`src/rtl/ga23_pkg.sv`:
```
// Shared constants and types for the GA23 background-layer SDRAM fetch path.
package ga23_pkg;

   localparam int GA23_SDR_ADDR_W = 22;
   localparam int GA23_SDR_DATA_W = 32;
   localparam int GA23_NUM_LAYERS = 3;

   typedef enum logic [0:0] {
      SDR_IDLE,
      SDR_BUSY
   } sdr_state_t;

endpackage

```
`src/rtl/ga23_rr_arbiter.sv`:
```
// Combinational round-robin pick: searches from last+1 (wrapping) for the first
// pending request and reports it as a one-hot grant plus its index.
module ga23_rr_arbiter #(
   parameter int N  = 3,
   parameter int IW = (N > 1) ? $clog2(N) : 1
) (
   input  logic [N-1:0]  req,
   input  logic [IW-1:0] last,
   output logic [N-1:0]  grant,
   output logic [IW-1:0] idx,
   output logic          any
);

   logic [IW-1:0] cand;

   // Walk the candidates in rotated order and keep the first one that is pending.
   always_comb begin
      grant = '0;
      idx   = '0;
      any   = 1'b0;
      cand  = '0;
      for (int i = 1; i <= N; i++) begin
         cand = IW'((int'(last) + i) % N);
         if (!any && req[cand]) begin
            grant[cand] = 1'b1;
            idx         = cand;
            any         = 1'b1;
         end
      end
   end

endmodule

```
`src/rtl/ga23_sdr_mux.sv`:
```
// Tile-row fetch multiplexer: funnels per-layer request pulses onto one level-held
// SDRAM request and steers the returned row back to the layer that asked for it.
module ga23_sdr_mux
   import ga23_pkg::*;
#(
   parameter int NUM_LAYERS = GA23_NUM_LAYERS,
   parameter int ADDR_W     = GA23_SDR_ADDR_W,
   parameter int DATA_W     = GA23_SDR_DATA_W,
   parameter int IW         = (NUM_LAYERS > 1) ? $clog2(NUM_LAYERS) : 1
) (
   input  logic                         clk,
   input  logic                         reset,
   input  logic [NUM_LAYERS-1:0]        layer_req,
   input  logic [NUM_LAYERS*ADDR_W-1:0] layer_addr,
   output logic [NUM_LAYERS*DATA_W-1:0] layer_data,
   output logic [NUM_LAYERS-1:0]        layer_rdy,
   output logic                         sdr_req,
   output logic [ADDR_W-1:0]            sdr_addr,
   input  logic                         sdr_ack,
   input  logic [DATA_W-1:0]            sdr_data,
   output logic [7:0]                   drop_count
);

   sdr_state_t            state, state_next;
   logic [NUM_LAYERS-1:0] pend;
   logic [NUM_LAYERS-1:0] stale;
   logic [ADDR_W-1:0]     pend_addr [NUM_LAYERS];
   logic [IW-1:0]         last;

   logic [NUM_LAYERS-1:0] arb_grant;
   logic [IW-1:0]         arb_idx;
   logic                  arb_any;

   logic                  do_grant;
   logic                  ack_done;
   logic [NUM_LAYERS-1:0] grant_vec;
   logic [NUM_LAYERS-1:0] inflight;
   logic                  overwrite;
   logic                  stale_drop;
   logic [1:0]            drop_inc;
   logic [8:0]            drop_sum;

   ga23_rr_arbiter #(.N(NUM_LAYERS), .IW(IW)) u_arb (
      .req   (pend),
      .last  (last),
      .grant (arb_grant),
      .idx   (arb_idx),
      .any   (arb_any)
   );

   assign do_grant   = (state == SDR_IDLE) && arb_any;
   assign ack_done   = (state == SDR_BUSY) && sdr_ack;
   assign grant_vec  = do_grant ? arb_grant : '0;
   assign stale_drop = ack_done && stale[last];
   // A request replaced while it is being granted is not an overwrite: the granted
   // copy goes out and gets marked stale instead, so it is only counted once.
   assign overwrite  = |(layer_req & pend & ~grant_vec);
   assign drop_inc   = {1'b0, overwrite} + {1'b0, stale_drop};
   assign drop_sum   = {1'b0, drop_count} + {7'b0, drop_inc};

   // Mark which layer owns the SDRAM port this cycle (being granted now or already busy).
   always_comb begin
      inflight = grant_vec;
      if (state == SDR_BUSY) begin
         inflight[last] = 1'b1;
      end
   end

   // Next-state logic: leave IDLE on any pending request, leave BUSY on ack.
   always_comb begin
      state_next = state;
      case (state)
         SDR_IDLE: if (arb_any) state_next = SDR_BUSY;
         SDR_BUSY: if (sdr_ack) state_next = SDR_IDLE;
         default:  state_next = SDR_IDLE;
      endcase
   end

   // State register.
   always_ff @(posedge clk or posedge reset) begin
      if (reset) begin
         state <= SDR_IDLE;
      end else begin
         state <= state_next;
      end
   end

   // Per-layer pending/stale bookkeeping; a new request always wins over a grant clear.
   always_ff @(posedge clk or posedge reset) begin
      if (reset) begin
         pend  <= '0;
         stale <= '0;
         for (int g = 0; g < NUM_LAYERS; g++) begin
            pend_addr[g] <= '0;
         end
      end else begin
         for (int g = 0; g < NUM_LAYERS; g++) begin
            if (grant_vec[g]) begin
               pend[g]  <= 1'b0;
               stale[g] <= 1'b0;
            end
            if (ack_done && (last == IW'(g))) begin
               stale[g] <= 1'b0;
            end
            if (layer_req[g]) begin
               pend[g]      <= 1'b1;
               pend_addr[g] <= layer_addr[g*ADDR_W +: ADDR_W];
               if (inflight[g]) begin
                  stale[g] <= 1'b1;
               end
            end
         end
      end
   end

   // SDRAM handshake and return-data steering; last doubles as the in-flight layer.
   always_ff @(posedge clk or posedge reset) begin
      if (reset) begin
         sdr_req    <= 1'b0;
         sdr_addr   <= '0;
         last       <= IW'(NUM_LAYERS - 1);
         layer_data <= '0;
         layer_rdy  <= '0;
      end else begin
         layer_rdy <= '0;
         if (do_grant) begin
            sdr_req  <= 1'b1;
            sdr_addr <= pend_addr[arb_idx];
            last     <= arb_idx;
         end
         if (ack_done) begin
            sdr_req <= 1'b0;
            if (!stale[last]) begin
               layer_data[last*DATA_W +: DATA_W] <= sdr_data;
               layer_rdy[last]                   <= 1'b1;
            end
         end
      end
   end

   // Saturating debug counter of discarded requests.
   always_ff @(posedge clk or posedge reset) begin
      if (reset) begin
         drop_count <= '0;
      end else begin
         drop_count <= drop_sum[8] ? 8'hFF : drop_sum[7:0];
      end
   end

endmodule

```
`config.mk`:
```
export PLATFORM = sky130hd
export DESIGN_NAME = ga23_sdr_mux
export DESIGN_NICKNAME = d
export VERILOG_FILES = /design/src/rtl/ga23_pkg.sv /design/src/rtl/ga23_rr_arbiter.sv /design/src/rtl/ga23_sdr_mux.sv
export SDC_FILE = /design/constraint.sdc
export NUM_CORES = 1
export LEC_CHECK = 0
export CORE_MARGIN = 3
export CORE_UTILIZATION = 53
export CTS_CLUSTER_DIAMETER = 60
export CTS_CLUSTER_SIZE = 8
export DETAILED_ROUTE_END_ITERATION = 16
export GPL_TIMING_DRIVEN = 0
export HOLD_SLACK_MARGIN = 0.03
export PLACE_DENSITY = 0.85
export SLEW_MARGIN = 5
export SYNTH_ARGS = -nofsm -noshare
export SYNTH_HDL_FRONTEND = slang
export SYNTH_HIERARCHICAL = 1
export SYNTH_SLANG_ARGS = --single-unit
```
`constraint.sdc`:
```
create_clock -name clk -period 18.1 [get_ports clk]
set_input_delay 1.81 -clock clk [delete_from_list [all_inputs] [get_ports clk]]
set_output_delay 1.81 -clock clk [all_outputs]
set_load 0.005 [all_outputs]
```
==> results.tsv, run 1 <==
stage	metric	value	unit
status	status	completed	
synthesis	ys_ff_latch	205	
pwr	p_seq_share	33.1	%
synthesis	ys_warn_count	6	
die	ioPinCount	234	
finish	drive_gt1_share	11.6	%
setup_path	end_kind	flop	
timing	relSlewSlack	42.3	%
detailed_routing	routed-via-count	6851	
die	chipWidth	139	um
synthesis	synth-edff-count	0	
pwr	internal_power	1.46	mW
detailed_routing	drt_iter0_drc	300	
placed_design	hpwl	16900	um
global_routing	grt_pass1_wl	39100	um
min_path	hp-class	reg2reg	
cts	cts_resized	0	
cts	numCtsBuffers	29	
placed_design	place.gp.congestion	0.835	
detailed_routing	antenna_left	0	
synthesis	syn_area_per_cell	11.5	sq um
detailed_routing	vias_per_cell	5.25	
global_routing	grt_pass1_vias	7445	
detailed_routing	wl_met2	11400	um
cts	clock_latency	0.53	ns
pwr	p_leak	5.35	nW
placed_design	post-place-cells	1264	
timing	hold_ws	0.474	ns
die	rows	47	
detailed_routing	drcViolationCount	0	
pwr	switching_share	34.8	%
cts	tritoncts	done	
synthesis	ys_seq_area_share	55.0	%
timing	rsz0062_at_grt	false	
setup_path	arrival	4.75	ns
pwr	vdd_drop_max	0.0963	mV
placed_design	placed_area	11900	sq um
setup_path	critPathKind	in2reg	
die	fp.dieH	139	um
finish	area.growth.synth_to_final	36.4	%
detailed_routing	drt_first_pass_iters	4	
cts	clock-root-buffer	clkbuf_16	
synthesis	yosysTopAreaCellShare	54.8	%
synthesis	ys.flop_type	dfrtp_1	
setup_path	worst-path-max-fanout	10	
die	coreArea	16900	sq um
cts	post_cts_buffers	0	
cts	path_clk_slew	0.05	ns
finish	final_cell_area	12700	sq um
die	start_util	55.2	%
setup_path	cp.required	18.50	ns
synthesis	yosysTopAreaCell	dfrtp_1	
timing	finalCritPeriodShare	24.0	%
synthesis	ys_top_cells_by_area	dfrtp_1 55%, mux2i_1 13%, mux2_2 8.3%	
pwr	p_switching	0.778	mW
setup_path	timing.critical_path.mode_cell	clkbuf_1	
global_routing	grtUsageTotal	24.8	%
finish	nets	1190	
cts	htreeDepth	1	
flow_run	maxCapViolations	0	
timing	fmax	0.230	GHz
setup_path	crit_slowest_cell	clkbuf_1	
pwr	power_density	176	nW/um^2
finish	instances_no_fill	1305	
timing	slew_viol_final	0	
timing	period_needed	4.35	ns
timing	tightest_slew	0.864	ns
cts	clockBufferDepth	3	
global_routing	grt_max_degree	117	
cts	cts.sinks	205	
global_routing	grt_overflow	0	
setup_path	critPathMaxStageDelay	0.57	ns
setup_path	critPathLaunchType	input port	
detailed_routing	wl_met1	9650	um
finish	finalCoreUtilization	75.3	%
synthesis	ys_types	47	
synthesis	synthCells	813	
die	die_area	19200	sq um
synthesis	syn-num-nets	928	
timing	fin_setup_tns	0	ns
detailed_routing	route.met3.wl	2320	um
pwr	power.share.combinational	45.9	%
finish	antenna_cells	0	
synthesis	syn-cell-area	9320	sq um
timing	setup_viol	0	
detailed_routing	top_layer_used	met4	
pwr	p_clk_share	21.0	%
detailed_routing	wl_per_cell	18.5	um
detailed_routing	routed_wl	24100	um
cts	holdBufCountCts	0	
timing	hold_viol_final	0	
setup_path	timing.critical_path.buf_inv	3	
global_routing	antenna_found_initial	0	
placed_design	port_buffers	230	
synthesis	synthArstFlopShare	100	%
setup_path	critPathTopFamily	buffers and inverters	
setup_path	cp_cell_sequence	clkbuf_1 > clkbuf_1 > nand3_1 > and3_1 > fa_1 > and4b_1 > clkbuf_1 > and3_1 > mux2_2	
timing	fin_worst_skew	0.0148	ns
[through the flow]
stage               power [mW]  worst slack (ns)
floorplan                 1.28             10.70
global route              2.39             13.67
detailed placement        1.77             13.25
CTS                       2.26             13.76
global placement          1.73              8.05
finish                    2.24             13.75
[final cells by class]
type / count / area, sq um
clock buffers: 39 / 763
plain buffers: 44 / 246
fillers: 1123 / 4170
flip-flops and latches: 205 / 5130
well taps: 220 / 275
clock inverters: 2 / 13.8
inverters: 111 / 424
repair buffers: 231 / 2330
multi-input cells: 453 / 3530
[placed cells by master (no fill, tap or decap), types with 4 or more instances in the layout]
cell type	netlist	layout
clkdlybuf4s50_1	0	230
dfrtp_1	204	204
nand2_1	132	132
mux2i_1	122	122
inv_1	110	109
mux2_2	69	69
clkbuf_1	28	38
clkbuf_16	0	29
o21ai_0	26	26
a2bb2oi_1	22	22
buf_6	10	10
ha_1	10	10
a21o_1	7	7
nand3_1	6	6
nand3b_1	5	5
a21oi_1	5	5
nor2b_1	5	5
and2_1	4	4
nand2b_1	4	4
[cell families (layout without fill, tap and decap cells)]
kind of cell               Yosys count  in the layout  synth area share (%)
buffers and inverters              155            427                  7.11
and+or+nand+nor                    167            167                  7.72
muxes                              192            192                  21.6
adders and majority gates           11             11                  1.56
DFF                                205            205                  55.0
AOI/OAI and AO/OA                   81             81                  6.79
xor gates and xnor gates             2              2                 0.188
[path summary, 6_finish.rpt]
path | to | startpoint | slack, ns | depth (start not counted)
max | drop_count[6] | layer_req[2] | 13.75 | 9
min in group asynchronous | layer_data[80] | reset | 1.78 | 2
max reg2reg | drop_count[6] | last[0] | 14.20 | 14
min | sdr_addr[9] | sdr_addr[9] | 0.47 | 2
max in group asynchronous | stale[2] | reset | 15.33 | 3
min reg2reg | sdr_addr[9] | sdr_addr[9] | 0.47 | 2
[power groups by stage]
stage	registers, mW	logic, mW	clock network (mW)
global placement	0.735	0.998	0
detailed placement	0.742	1.02	0
CTS	0.740	1.04	0.479
floorplan	0.735	0.547	0
global route	0.760	1.13	0.500
finish	0.740	1.03	0.471
[per-layer routing]
layer  vias up  GRT usage (%)
met5         -              0
met2       266           41.9
met4         0           7.67
met1      3352           30.6
li1       3190              -
met3        43           8.14
[state kept, by name (all words and copies together) (netlist names), 2 cells and up]
signal and count:
stale 3, drop_count 8, last 2, pend 3
pend_addr 66, layer_data 96, sdr_addr 22, layer_rdy 3
[synthesized netlist by cell type (2+ instances only)]
cell / number
and2_1: 4
and3_1: 2
a2111oi_4: 3
and3b_1: 2
inv_1: 110
a21o_1: 7
a21oi_1: 5
buf_6: 10
mux2_2: 69
o21ai_0: 26
ha_1: 10
a2bb2oi_1: 22
buf_2: 2
nor2b_1: 5
nand2b_1: 4
clkbuf_1: 28
buf_1: 3
nand3b_1: 5
nor2_1: 2
xnor2_1: 2
o22ai_1: 2
a22o_1: 3
mux2i_1: 122
nand3_1: 6
nor3b_1: 2
dfrtp_1: 204
nand2_1: 132
o21ai_1: 2
[worst min-delay path, stage by stage, from the launching register on]
cell     delay [ns]
dfrtp_1        0.33
nand2_1        0.04
o21ai_0        0.06
(Power assumes the default switching activity.)
==> inputs of run 2 (changes only) <==
- CORE_UTILIZATION: 53 -> 45
- PLACE_DENSITY: 0.85 -> 0.77
- clock period: 18.1 -> 3.98 ns (I/O delays scaled with it)
==> run 2 against run 1 <==
Largest power group unchanged. Clock skew down 0.0015 ns. Sequential power rose to 4.5 times the previous value. Critical path type is now reg2reg. Highest routed layer unchanged. Sequential share of layout area fell by 0.62 points. First-iteration DRC count is 19% lower. Global-route usage down 4.0 points. Setup slack lost 13 ns. Count of clock-buffer cells in the layout stayed put. Cell area up 1.6%. Sequential cell count unchanged. Non-clock buffer count up 10.
==> results.tsv, run 2 (synthesized netlist as in run 1, its figures left out) <==
stage	metric	value	unit
timing	period_needed	3.69	ns
detailed_routing	routed-via-count	6748	
die	rows	52	
placed_design	port_buffers	230	
global_routing	grt_pass1_vias	7123	
cts	path_clk_slew	0.05	ns
finish	largest_reg_flops	96	
setup_path	reg2regPathDepth	12	
setup_path	critPathKind	reg2reg	
setup_path	rrSetupSlack	0.29	ns
die	ioPinCount	234	
detailed_routing	vias_per_cell	4.94	
setup_path	end_kind	flop	
pwr	p_leak	5.41	nW
setup_path	timing.critical_path.mode_cell	and3_1	
flow_run	maxCapViolations	0	
detailed_routing	top_layer_used	met4	
finish	instances_no_fill	1365	
setup_path	r2r_start	last[1]	
pwr	vdd_drop_max	0.472	mV
setup_path	arrival	4.09	ns
global_routing	grt_pass1_wl	37300	um
setup_path	cp.required	4.39	ns
timing	relSlewSlack	38.4	%
global_routing	grt_overflow	0	
cts	clockBufferDepth	3	
timing	fmax	0.271	GHz
finish	nets	1200	
setup_path	cp_num_cells	12	
global_routing	grtUsageTotal	20.8	%
finish	regMostFlops	layer_data	
pwr	power_density	790	nW/um^2
setup_path	critPathLaunchType	flop	
global_routing	antenna_found_initial	0	
detailed_routing	wl_met1	9750	um
setup_path	cp_cell_sequence	ha_2 > mux2i_1 > o21ai_2 > nand2b_1 > o21ai_1 > nand3b_1 > nand3_1 > and3_1 > fa_1 > and4b_1 > and3_1 > mux2_2	
status	status	completed	
cts	numCtsBuffers	29	
setup_path	r2r_end	drop_count[6]	
detailed_routing	wl_per_cell	17.3	um
placed_design	place.gp.congestion	0.816	
detailed_routing	drt_first_pass_iters	4	
timing	finalCritPeriodShare	92.6	%
cts	clock-root-buffer	clkbuf_16	
cts	htreeDepth	1	
detailed_routing	route.met3.wl	2340	um
detailed_routing	antenna_left	0	
detailed_routing	routed_wl	23600	um
timing	slew_viol_final	0	
finish	antenna_cells	0	
detailed_routing	drt_iter0_drc	244	
cts	clock_latency	0.53	ns
cts	tritoncts	done	
finish	layout_commonest_cell	clkdlybuf4s50_1	
die	die_area	22500	sq um
setup_path	worst-path-max-fanout	9	
placed_design	post-place-cells	1319	
timing	rsz0062_at_grt	false	
min_path	hp-class	in2async	
setup_path	crit_slowest_cell	dfstp_2	
finish	area.growth.synth_to_final	38.5	%
timing	hold_viol_final	0	
finish	mostFrequentLayoutCells	230 x clkdlybuf4s50_1, 203 x dfrtp_1, 132 x nand2_1	
die	start_util	45.9	%
placed_design	hpwl	17300	um
setup_path	critPathMaxStageDelay	0.63	ns
setup_path	timing.critical_path.buf_inv	0	
cts	cts.sinks	205	
die	fp.dieH	150	um
setup_path	critPathTopFamily	simple AND/OR/NAND/NOR gates	
die	chipWidth	150	um
timing	tightest_slew	0.923	ns
timing	setup_viol	0	
detailed_routing	wl_met2	10900	um
timing	fin_worst_skew	0.0133	ns
global_routing	grt_max_degree	41	
timing	fin_setup_tns	0	ns
die	coreArea	20300	sq um
detailed_routing	drcViolationCount	0	
finish	drive_gt1_share	12.8	%
finish	reg_top3	layer_data x96, pend_addr x66, sdr_addr x22	
## run 2: cell types whose count changed in the layout (fill, tap and decap cells not counted), sizes merged
cell / previous run / this run
clkbuf: 67 / 66
buf: 17 / 28
clkinvlp: 0 / 1
inv: 112 / 111
## run 2: timing repair
item | in CTS | in global routing
buffers inserted | 0 | 6
endpoints found under the setup margin | 0 | 6
gates resized for setup | 0 | 3
endpoints found under the hold margin | 0 | 0
hold buffers | 0 | 0
## run 2: layer usage
layer | vias to the layer above | track usage, %
met2 | 250 | 33.9
met5 | - | 0
met1 | 3232 | 25.8
li1 | 3216 | -
met4 | 0 | 6.36
met3 | 50 | 7.84
## run 2: through the flow
stage	hold WS [ns]	area [sq um]	worst slack, ns	power [mW]	utilization (%)
after detailed placement	0.469	12100	0.130	8.03	59.5
after floorplan	0.465	9330	0.600	5.83	-
after global placement	0.459	12000	-0.750	7.91	58.9
final	0.240	12900	0.295	10.2	63.6
after CTS	0.226	12900	0.114	10.2	63.4
after global routing	0.245	12900	0.0562	10.9	63.6
## run 2: final cells by class
type | count | area (sq um)
Clock inverter | 2 | 13.8
Fill cell | 1625 | 7390
Sequential cell | 205 | 5130
Multi-Input combinational cell | 453 | 3530
Inverter | 111 | 420
Buffer | 43 | 243
Clock buffer | 39 | 763
Tap cell | 270 | 338
Timing Repair Buffer | 242 | 2470
## run 2: worst max-delay path by stage
stage / slack (ns) / to / startpoint
3_5_place_dp: 0.13 / drop_count[6] / last[0]
6_report: 0.29 / drop_count[6] / last[1]
5_1_grt: 0.06 / drop_count[6] / last[1]
2_1_floorplan: 0.60 / drop_count[6] / last[0]
4_1_cts: 0.11 / drop_count[6] / last[0]
3_3_place_gp: -0.75 / pend_addr[14] / reset
## run 2: report_power, final
part | switching [mW] | leakage, nW | internal (mW) | total, mW
sequential | 0.466 | 2.55 | 2.86 | 3.33
clock | 0.842 | 0.378 | 1.31 | 2.15
combinational | 2.19 | 2.48 | 2.54 | 4.73
total | 3.50 | 5.41 | 6.70 | 10.2
